**config.mk**
```make
export PLATFORM = sky130hd
export DESIGN_NAME = elastic_pipe
export DESIGN_NICKNAME = d
export VERILOG_FILES = /design/src/rtl/kama_pkg.sv /design/src/rtl/skid_slot.sv /design/src/rtl/elastic_pipe.sv
export SDC_FILE = /design/constraint.sdc
export NUM_CORES = 1
export LEC_CHECK = 0
export ABC_AREA = 1
export BUFFER_PORTS_ARGS = -buffer_cell sky130_fd_sc_hd__buf_2
export CAP_MARGIN = 25
export CELL_PAD_IN_SITES_DETAIL_PLACEMENT = 1
export CELL_PAD_IN_SITES_GLOBAL_PLACEMENT = 1
export CORE_MARGIN = 2
export CORE_UTILIZATION = 30
export DETAILED_ROUTE_END_ITERATION = 8
export GPL_TIMING_DRIVEN = 0
export HOLD_SLACK_MARGIN = 0.05
export MAX_ROUTING_LAYER = met4
export PLACE_DENSITY_LB_ADDON = 0.1
export SLEW_MARGIN = 20
export SYNTH_ARGS = -nofsm -noshare
export SYNTH_HDL_FRONTEND = slang
export SYNTH_SLANG_ARGS = --single-unit
```
**constraint.sdc**
```tcl
create_clock -name clk -period 6.5 [get_ports clk]
set_input_delay 0.325 -clock clk [delete_from_list [all_inputs] [get_ports clk]]
set_output_delay 0.325 -clock clk [all_outputs]
set_load 0.005 [all_outputs]
```
**src/rtl/kama_pkg.sv**
```systemverilog
// Shared types for the elastic pipeline: per-slot occupancy state and a
// helper that turns a slot state into the number of beats it holds.
package kama_pkg;

  typedef enum logic [1:0] {
    EMPTY = 2'd0,
    BUSY  = 2'd1,
    FULL  = 2'd2
  } skid_state_e;

  // Beats held by one slot in a given state (main only, or main + skid).
  function automatic logic [1:0] held_count(skid_state_e s);
    case (s)
      BUSY:    held_count = 2'd1;
      FULL:    held_count = 2'd2;
      default: held_count = 2'd0;
    endcase
  endfunction

endpackage

```
**src/rtl/skid_slot.sv**
```systemverilog
// One elastic stage: a main register feeding the output and a skid register
// that catches the beat accepted in the same cycle the downstream stalls.
// Upstream ready comes straight from a flop, so no ready path crosses a stage.
module skid_slot
  import kama_pkg::*;
#(
  parameter int WIDTH = 32
) (
  input  logic             clk,
  input  logic             rst,
  input  logic             flush,
  input  logic             in_valid,
  output logic             in_ready,
  input  logic [WIDTH-1:0] in_data,
  output logic             out_valid,
  input  logic             out_ready,
  output logic [WIDTH-1:0] out_data,
  output logic [1:0]       held
);

  skid_state_e      state_q, state_d;
  logic [WIDTH-1:0] main_q, main_d;
  logic [WIDTH-1:0] skid_q, skid_d;
  logic             ready_q, ready_d;
  logic             accept;
  logic             drain;

  // Next-state and datapath: order is main (oldest) then skid.
  always_comb begin
    state_d = state_q;
    main_d  = main_q;
    skid_d  = skid_q;
    accept  = in_valid & ready_q;
    drain   = (state_q != EMPTY) & out_ready;
    case (state_q)
      EMPTY: begin
        if (accept) begin
          state_d = BUSY;
          main_d  = in_data;
        end
      end
      BUSY: begin
        if (accept && drain) begin
          main_d = in_data;
        end else if (accept) begin
          state_d = FULL;
          skid_d  = in_data;
        end else if (drain) begin
          state_d = EMPTY;
        end
      end
      FULL: begin
        if (drain) begin
          state_d = BUSY;
          main_d  = skid_q;
        end
      end
      default: state_d = EMPTY;
    endcase
    if (flush) begin
      state_d = EMPTY;
    end
    // Ready for the next cycle is known now, so it can be registered.
    ready_d = (state_d != FULL);
  end

  // State, data and ready registers with asynchronous clear.
  always_ff @(posedge clk or posedge rst) begin
    if (rst) begin
      state_q <= EMPTY;
      main_q  <= '0;
      skid_q  <= '0;
      ready_q <= 1'b1;
    end else begin
      state_q <= state_d;
      main_q  <= main_d;
      skid_q  <= skid_d;
      ready_q <= ready_d;
    end
  end

  assign in_ready  = ready_q;
  assign out_valid = (state_q != EMPTY);
  assign out_data  = main_q;
  assign held      = held_count(state_q);

endmodule

```
**src/rtl/elastic_pipe.sv**
```systemverilog
// Elastic pipeline of STAGES skid slots in series. Each slot registers its
// own ready, giving STAGES cycles of latency, full throughput and a capacity
// of 2*STAGES beats. Occupancy is the sum of what every slot holds.
module elastic_pipe
  import kama_pkg::*;
#(
  parameter int WIDTH  = 32,
  parameter int STAGES = 2
) (
  input  logic                             clk,
  input  logic                             rst,
  input  logic                             flush,
  input  logic                             in_valid,
  output logic                             in_ready,
  input  logic [WIDTH-1:0]                 in_data,
  output logic                             out_valid,
  input  logic                             out_ready,
  output logic [WIDTH-1:0]                 out_data,
  output logic [$clog2(2*STAGES+1)-1:0]    occupancy
);

  localparam int OCC_W = $clog2(2*STAGES+1);

  // Link signals: index i is the input of slot i, index STAGES the pipe output.
  logic             link_valid [0:STAGES];
  logic             link_ready [0:STAGES];
  logic [WIDTH-1:0] link_data  [0:STAGES];
  logic [1:0]       slot_held  [0:STAGES-1];
  logic [OCC_W-1:0] occ_sum;

  assign link_valid[0]      = in_valid;
  assign link_data[0]       = in_data;
  assign in_ready           = link_ready[0];
  assign out_valid          = link_valid[STAGES];
  assign out_data           = link_data[STAGES];
  assign link_ready[STAGES] = out_ready;

  generate
    for (genvar gi = 0; gi < STAGES; gi++) begin : g_slot
      skid_slot #(
        .WIDTH (WIDTH)
      ) u_slot (
        .clk       (clk),
        .rst       (rst),
        .flush     (flush),
        .in_valid  (link_valid[gi]),
        .in_ready  (link_ready[gi]),
        .in_data   (link_data[gi]),
        .out_valid (link_valid[gi+1]),
        .out_ready (link_ready[gi+1]),
        .out_data  (link_data[gi+1]),
        .held      (slot_held[gi])
      );
    end
  endgenerate

  // Total held beats across all slots.
  always_comb begin
    occ_sum = '0;
    for (int i = 0; i < STAGES; i++) begin
      occ_sum = occ_sum + OCC_W'(slot_held[i]);
    end
  end

  assign occupancy = occ_sum;

endmodule

```
==> key figures <==
Power and ir drop
  • PwrDens: between 300 and 400 nW/um2
  • Tot Pwr: between 0.002 and 0.003 W
  • Leakage: 3.99 nW
  • Worst vdd ir: roughly 0.00017 V

Floorplan
  • Initial core utilization: a little under a third
  • Die width: 146 um
  • IO Pins: 74
  • Rows: 51
  • Core region area: roughly 20000 um2
  • Die area: 21300 um2
  • Die extent in y: between 100 and 150 um

Yosys
  • Commonest cells in the netlist: 272 x nand2_1, 132 x dfrtp_1, 86 x o21ai_0
  • Post-synth cell types: 26
  • Synth top area share: between 50% and 60%
  • Area contributors post-synth: dfrtp_1 55%, nand2_1 17%, o21ai_0 7.1%
  • Primary FF master, synth: dfrtp_1
  • Count leader, synth: nand2_1
  • Leading area contributor after synthesis: dfrtp_1
  • Yosys reg bits: ~130
  • Synthesized area: between 6000 and 7000 um2
  • Syn Nets: roughly 740
  • Avg Synthesized Cell Area: 8.64 um2
  • Async S/R FF share, synth: 100%
  • Syn Inst Count: 701
  • Synth warnings: 0
  • Seq/Total Area, Yosys: roughly 55%
  • Post-synth EDFFs: 0

Placement
  • HPWL Detailed: 12200 um
  • Buffers on Ports: 73
  • Dpl cells: roughly 1000
  • Minimum setup slack after placement: slightly below 4 ns
  • GPL Wtd Cong: roughly 0.80

Final layout
  • Fin util: between 30% and 40%
  • # nets final: ~840
  • ANT cells: 0
  • Syn-to-layout area delta: 23.0%
  • Ratio of cells with drive above 1 in the final layout: 18.8%
  • Non-filler instance count after layout: 1073

CTS
  • Clk sinks: approximately 130
  • Root Buffer: clkbuf_16
  • H-Tree Depth: 4
  • TritonCTS clock tree: yes
  • Clock Latency Late Sink: around 0.41 ns
  • Clock tree buffer depth: 2
  • Cts bufs inserted: 17
  • Setup bufs post-CTS: 0
  • Clock transition at the registers of the reported paths: roughly 0.05 ns

Global routing
  • Antenna violations before repair: 0
  • Largest net degree at the start of global routing: 102
  • Vias in the first global route: between 5000 and 6000
  • First-pass GRT wire length: between 20000 and 30000 um
  • Total GRT Usage: 16.4%
  • Grt ovf: 0

Critical path
  • Crit Path Max Fanout: 10
  • Worst EP arrival: roughly 2.7 ns
  • CP endpoint kind: primary output
  • Worst path cell trace: inv_1 -> ha_1 -> buf_2 -> clkbuf_1 -> inv_1 -> fa_1 -> inv_1 -> buf_2
  • Critical path type: reg2out
  • Worst Setup Start Kind: flop
  • Cell family with most CP delay: buffers and inverters
  • Stages on the worst setup path: 8
  • Worst Path Buf+Inv: 6
  • Slowest cell on the critical path: fa_1
  • CP Launch Point: g_slot[1].u_slot.state_q[0]
  • Cell repeated most along the worst path: inv_1
  • Depth of the worst register-to-register path: 11
  • Worst Path Required: ~6 ns
  • Critical R2R Launch: g_slot[1].u_slot.state_q[0]
  • Slowest stage delay, CP: between 0.5 and 0.6 ns

Detailed routing
  • Total routed wirelength: 16100 um
  • First-pass DRT Iterations: 4
  • WL/cell: 15.0 um
  • Drt via density: 4.50
  • DRT antenna net count: 0
  • DR vias: 4830
  • DRC viols: 0
  • Detailed Route Iter0 Violations: a little under 200

STA
  • FMAX: between 0.3 and 0.4 GHz
  • Final setup TNS: 0 ns
  • Slew Limit Fails: 0
  • Worst slew margin: a little over three fifths
  • Final hold vios: 0
  • Final setup viols: 0
  • Worst Skew: roughly 0.0044 ns
  • Unrepaired setup endpoints after global routing: no
  • Slew @ Worst Pin: 0.557 ns
  • Fin crit period: ~3.0 ns
  • Final WS setup: 3.50 ns
  • Final period util: 46.1%

Outcome
  • Status: finished, final reports clean

Worst hold path
  • Cell count of the worst hold path: 2
  • Startpoint of the worst hold path: flush
  • Class of the tightest hold or removal check: in2reg

Run
  • Max cap viols: 0
[stage by stage]
stage,hold slack (ns),cell area (um2)
floorplan,0.396,6050
global placement,0.450,6750
detailed placement,0.314,6790
CTS,0.0938,7450
global route,0.105,7450
finish,0.109,7450
[sequential cells by signal (all words and copies together), names as in the netlist]
name and flops:
g_slot.u_slot.out_data 64, g_slot.u_slot.in_ready 2, g_slot.u_slot.state_q 4, g_slot.u_slot.skid_q 64
[cell type report]
| cell class | count | area (um2) |
|---|---|---|
| plain buffers | 42 | 206 |
| clock buffers | 24 | 482 |
| clock inverters | 8 | 169 |
| fillers | 2372 | 12200 |
| inverters | 55 | 214 |
| multi-input cells | 470 | 2290 |
| flip-flops and latches | 134 | 3360 |
| well taps | 265 | 332 |
| repair buffers | 75 | 403 |
[layer usage]
layer / track usage, % / share of wire [%]
met3: 4.00 / 3.0
met1: 22.5 / 51
met2: 24.9 / 45
met5: - / 0
met4: 3.35 / 0.78
[final timing paths]
kind	endpoint	slack (ns)
worst max-delay path	occupancy[1]	3.50
worst min-delay path	g_slot[0].u_slot.state_q[0]	0.11
worst max register to register	g_slot[1].u_slot.out_data[16]	4.46
worst min register to register	g_slot[1].u_slot.out_data[14]	0.47
max in group asynchronous	g_slot[1].u_slot.skid_q[9]	5.28
min in group asynchronous	g_slot[1].u_slot.out_data[18]	0.42
[cell families (layout without fill, tap and decap cells)]
group           after synthesis  count (layout)  share of synthesized area, %
mux                          28              28                          4.63
simple gates                325             325                          22.2
compound gates              111             111                          9.53
buf+inv                      97             204                          6.82
flops                       134             134                          55.4
fa+ha+maj                     6               6                          1.36
[placed cells by master (no fill, tap or decap), types with 4 or more instances in the layout]
cell       count
o21ai_1       20
clkbuf_16     17
nand2_1      272
nand4_1       33
clkbuf_1      15
inv_2          6
buf_2         97
o21ai_0       86
dfrtp_1      132
nand2_2        4
inv_1         48
bufinv_16      5
nor2_1         5
nand3_1        5
mux2i_1       28
ha_1           5
buf_4          5
[power by group]
part	internal, W	total [W]	leakage [nW]	switching (W)
Clock	0.000711	0.00106	0.318	0.000345
Sequential	0.00103	0.00114	1.72	0.000110
Combinational	0.000183	0.000437	1.95	0.000254
Total	0.00193	0.00264	3.99	0.000708
[what timing repair did]
action,CTS,global route
gates resized for setup,0,0
endpoints found under the hold margin,31,0
hold buffers,1,0
No activity file was read; power rests on OpenSTA's default activity.
